$ cat config.mk
export PLATFORM = sky130hd
export DESIGN_NAME = led_scan6
export DESIGN_NICKNAME = d
export VERILOG_FILES = /design/src/rtl/led_scan6.sv
export SDC_FILE = /design/constraint.sdc
export NUM_CORES = 1
export LEC_CHECK = 0
export ABC_AREA = 1
export BUFFER_PORTS_ARGS = -buffer_cell sky130_fd_sc_hd__buf_2
export CAP_MARGIN = 25
export CELL_PAD_IN_SITES_DETAIL_PLACEMENT = 1
export CELL_PAD_IN_SITES_GLOBAL_PLACEMENT = 2
export CORE_ASPECT_RATIO = 0.8
export CORE_UTILIZATION = 39
export CTS_BUF_LIST = sky130_fd_sc_hd__clkbuf_2 sky130_fd_sc_hd__clkbuf_4 sky130_fd_sc_hd__clkbuf_8
export CTS_CLUSTER_SIZE = 25
export DETAILED_ROUTE_END_ITERATION = 8
export PLACE_DENSITY_LB_ADDON = 0.3
export SLEW_MARGIN = 10
export SYNTH_ARGS = -nofsm -noshare
export SYNTH_HDL_FRONTEND = slang
export SYNTH_SLANG_ARGS = --single-unit
$ cat constraint.sdc
create_clock -name clk -period 3.8 [get_ports clk]
set_input_delay 1.14 -clock clk [delete_from_list [all_inputs] [get_ports clk]]
set_output_delay 1.14 -clock clk [all_outputs]
set_load 0.1 [all_outputs]
$ cat src/rtl/led_scan6.sv
// Six-digit multiplexed seven-segment scanner for the digital clock.
// Inputs are snapshotted once per frame so a frame never shows a mid-carry time.
module led_scan6 #(
    parameter int SCAN_DIV     = 50000,
    parameter int BLINK_FRAMES = 64,
    parameter bit LZB          = 1'b1
) (
    input  logic       clk,
    input  logic       rst,
    input  logic [7:0] hour,
    input  logic [7:0] min,
    input  logic [7:0] sec,
    input  logic [1:0] blink_sel,
    output logic [7:0] seg,
    output logic [5:0] dig
);

    localparam int PW = $clog2(SCAN_DIV);
    localparam int FW = (BLINK_FRAMES > 1) ? $clog2(BLINK_FRAMES) : 1;
    localparam logic [PW-1:0] PMAX = PW'(SCAN_DIV - 1);
    localparam logic [FW-1:0] FMAX = FW'(BLINK_FRAMES - 1);

    logic [PW-1:0] pcnt;
    logic [2:0]    idx;
    logic [FW-1:0] fcnt;
    logic          ph;
    logic [7:0]    snap_hour, snap_min, snap_sec;
    logic [1:0]    snap_blink_sel;

    logic          tick, wrap;
    logic [3:0]    nib;
    logic [7:0]    seg_d;
    logic [5:0]    dig_d;
    logic          blank;

    assign tick = (pcnt == PMAX);
    assign wrap = tick && (idx == 3'd5);

    always_ff @(posedge clk or negedge rst) begin
        if (!rst) begin
            pcnt           <= '0;
            idx            <= '0;
            fcnt           <= '0;
            ph             <= 1'b0;
            snap_hour      <= '0;
            snap_min       <= '0;
            snap_sec       <= '0;
            snap_blink_sel <= '0;
            seg            <= 8'h00;
            dig            <= 6'b111111;
        end else begin
            pcnt <= tick ? '0 : pcnt + 1'b1;
            if (tick) begin
                idx <= (idx == 3'd5) ? 3'd0 : idx + 3'd1;
            end
            // The frame boundary is the only point where new inputs are accepted.
            if (wrap) begin
                snap_hour      <= hour;
                snap_min       <= min;
                snap_sec       <= sec;
                snap_blink_sel <= blink_sel;
                if (fcnt == FMAX) begin
                    fcnt <= '0;
                    ph   <= ~ph;
                end else begin
                    fcnt <= fcnt + 1'b1;
                end
            end
            seg <= seg_d;
            dig <= dig_d;
        end
    end

    always_comb begin
        nib   = 4'h0;
        seg_d = 8'h00;
        blank = 1'b0;
        case (idx)
            3'd0:    nib = snap_hour[7:4];
            3'd1:    nib = snap_hour[3:0];
            3'd2:    nib = snap_min[7:4];
            3'd3:    nib = snap_min[3:0];
            3'd4:    nib = snap_sec[7:4];
            default: nib = snap_sec[3:0];
        endcase
        case (nib)
            4'd0:    seg_d = 8'h3F;
            4'd1:    seg_d = 8'h06;
            4'd2:    seg_d = 8'h5B;
            4'd3:    seg_d = 8'h4F;
            4'd4:    seg_d = 8'h66;
            4'd5:    seg_d = 8'h6D;
            4'd6:    seg_d = 8'h7D;
            4'd7:    seg_d = 8'h07;
            4'd8:    seg_d = 8'h7F;
            4'd9:    seg_d = 8'h6F;
            default: seg_d = 8'h40;
        endcase
        if (idx == 3'd1 || idx == 3'd3) begin
            seg_d[7] = 1'b1;
        end
        // Field number is idx/2; blink_sel codes 1..3 select hours/minutes/seconds.
        blank = ph && (snap_blink_sel != 2'd0) && (snap_blink_sel == idx[2:1] + 2'd1);
        if (blank || (LZB && idx == 3'd0 && nib == 4'h0)) begin
            seg_d = 8'h00;
        end
        dig_d = ~(6'd1 << idx);
    end

endmodule
==> impl_metrics.tcl <==
set metrics [dict create \
    status "complete, no violations" \
    ir_worst_vdd_mv 0.192 \
    path_class "reg2out" \
    diodes 0 \
    seq_area_frac_synth_pct 49.8 \
    synth_compound_area_share_pct 4.96 \
    synth_mux_area_share_pct 0 \
    path_cells "buf_2" \
    syn_to_final_growth_pct 13.9 \
    r2r_slack_ns 1.40 \
    wl_met1_um 4210 \
    yosys.area_share.simple_pct 33.5 \
    dpl_cell_area_mm2 0.00360 \
    clock_latency_ns 0.35 \
    layout_setup_ws_ns 1.36 \
    yosysUniqueCellTypes 38 \
    worstPathRequired_ns 2.66 \
    postCtsSetupBuffers 0 \
    leakagePower_nw 1.89 \
    design.die.area_mm2 0.00891 \
    setup_viol 0 \
    clock-sinks 66 \
    io_pins 42 \
    wl_met3_um 278 \
    slew_headroom_pct 65.4 \
    syn-num-nets 422 \
    period_minus_slack_ns 2.44 \
    yosys_warnings 0 \
    finalInstanceArea_mm2 0.00379 \
    wl_met2_um 3600 \
    grt_max_degree 36 \
    place_congestion 0.837 \
    cp_slowest_cell "dfstp_2" \
    final_core_util_pct 46.9 \
    rsz0062_at_grt "no" \
    hold_violations 0 \
    rr_startpoint "idx[2]" \
    drt-wirelength-per-cell_um 14.9 \
    nNetsFinal 468 \
    htreeDepth 3 \
    synth.avg_cell_area_um2 8.53 \
    finalSetupTns_ns 0 \
    arrival_ns 1.30 \
    power_per_cell_area_mw_per_mm2 348 \
    crit_fanout 1 \
    dpl_worst_slack_ns 1.41 \
    drtAntennaViolNets 0 \
    worst_hold_slack_ns 0.482 \
    endpoint_kind "primary output" \
    coreArea_mm2 0.00809 \
    vias_per_cell 4.87 \
    cap_viol_max_count 0 \
    syn_area_mm2 0.00333 \
    synth_xor_xnor_area_share_pct 2.63 \
    tightest_slew_ns 0.518 \
    synth_top_family_by_area "simple AND/OR/NAND/NOR gates" \
    drc 0 \
    drtIter0Drc 102 \
    min_path_type "reg2reg" \
    synth_fa_ha_area_share_pct 1.50 \
    clkTransAtPathRegs_ns 0.08 \
    finalWirelength_um 8200 \
    hp-start "pcnt[13]" \
    clockBufferDepth 2 \
    top_layer_used "met4" \
    root_buffer "clkbuf_8" \
    crit_family "flip-flops" \
    cts_resized 0 \
    dr.pass1.iters 4 \
    die-height_um 84.6 \
    setup.worst_path.start "dig[3]" \
    dp_hpwl_um 6140 \
    dieWidth_um 105 \
    dr_total_vias 2674 \
    crit_path_start_kind "flop" \
    grt_pass1_wl_um 14200 \
    grt_usage_pct 20.6 \
    antenna_found_initial 0 \
    critPathMaxStageDelay_ns 0.53 \
    drive_above_1_share_pct 23.1 \
    rows 29 \
    period_share_pct 64.2 \
    drv_slew 0 \
    path_buf_inv 1 \
    synthCells 390 \
    io_buffers 41 \
    cts_tree "done" \
    start_util_pct 41.1 \
    grt.overflow.total 0 \
    grt_pass1_vias 2756 \
    postCtsHoldBufs 0 \
    clock_skew_ns 0.0125 \
    cts_buffers 9 \
    fmax_ghz 0.410 \
    ys_ff_latch 66 \
]
==> through the flow <==
| stage | total power [mW] | cells |
|---|---|---|
| 6_report | 1.32 | 549 |
| 5_1_grt | 1.37 | 549 |
| 4_1_cts | 1.34 | 549 |
| 3_5_place_dp | 0.746 | 533 |
| 3_3_place_gp | 0.745 | 533 |
| 2_1_floorplan | 0.716 | 390 |
==> state kept, by name, indices dropped and copies added, names as in the netlist <==
signal	count
dig	6
fcnt	6
idx	3
pcnt	16
ph	1
seg	8
snap_blink_sel	2
snap_hour	8
snap_min	8
snap_sec	8
==> final timing paths <==
kind | depth (start not counted) | endpoint
worst max-delay path | 1 | dig[3]
worst min-delay path | 1 | pcnt[13]
worst max register to register | 12 | seg[3]
worst min register to register | 1 | pcnt[13]
max in group asynchronous | 2 | dig[5]
min in group asynchronous | 2 | pcnt[7]
==> power breakdown <==
part           switching [mW]  total [mW]  internal (mW)
clock network           0.288       0.589          0.301
logic                  0.0177      0.0286         0.0109
registers                   0       0.702          0.702
total                   0.305        1.32           1.01
==> routing by layer <==
| metal | global-route usage (%) | vias up |
|---|---|---|
| met1 | 30.6 | 1293 |
| met5 | 0 | - |
| met4 | 7.30 | 0 |
| met2 | 29.5 | 42 |
| li1 | - | 1331 |
| met3 | 4.19 | 8 |
==> cells in the final DEF (no fill, tap or decap), types with 2 or more instances in the layout <==
cell type    n
clkinv_2     4
o21ai_1      3
buf_2       41
nor3_1       7
dfrtp_1     60
nand3_2      5
a21oi_1      7
nor4_1       4
nor2_2       5
inv_2        4
a31oi_1      2
nand2_2      6
nand3_4      2
dfstp_2      6
xnor2_1      2
clkinv_4     2
ha_1         4
xor2_1       8
nand3_1     24
nor2_4       5
clkbuf_8     9
buf_4        2
nand4_1      9
o21ai_0      7
nand2_1    132
nor2_1      29
inv_1       37
==> cells by family (layout without fill, tap and decap cells) <==
group           after synthesis  after routing
flops                        66             66
buf+inv                      51            102
fa+ha+maj                     4              4
xor+xnor                     10             10
simple gates                233            233
compound gates               26             26
==> cell type report <==
| class | instances | area, um^2 |
|---|---|---|
| Inverter | 43 | 165 |
| Timing Repair Buffer | 43 | 220 |
| Fill cell | 1001 | 4300 |
| Clock buffer | 9 | 124 |
| Tap cell | 108 | 135 |
| Sequential cell | 66 | 1660 |
| Clock inverter | 7 | 70.1 |
| Multi-Input combinational cell | 273 | 1420 |
==> cell usage after synthesis <==
library cell	count	area (um^2)
nor3_1	7	35.0
o21ai_2	1	8.76
nor2_4	5	56.3
a31oi_1	2	12.5
o21ai_1	3	15.0
dfstp_2	6	158
a21oi_4	1	16.3
nand3_1	24	120
nand4_1	9	56.3
inv_4	1	6.26
inv_2	4	15.0
ha_1	4	50.1
nand2_4	1	11.3
o2111ai_1	1	8.76
o31ai_1	1	7.51
nor2_8	1	20.0
nand2_1	132	495
nand3_4	2	35.0
or2_2	1	6.26
a21o_1	1	7.51
nand2_2	6	37.5
o211a_1	1	10.0
buf_4	1	7.51
inv_1	37	139
nor3_2	1	10.0
nor3_4	1	16.3
nor2_2	5	31.3
xor2_1	8	70.1
nor2_1	29	109
a21oi_2	1	8.76
xnor2_1	2	17.5
o21ai_0	7	35.0
dfrtp_1	60	1500
nor4_1	4	25.0
nand3_2	5	50.1
clkinv_2	1	5.00
buf_6	7	78.8
a21oi_1	7	35.0
No activity file was read; power rests on OpenSTA's default activity.
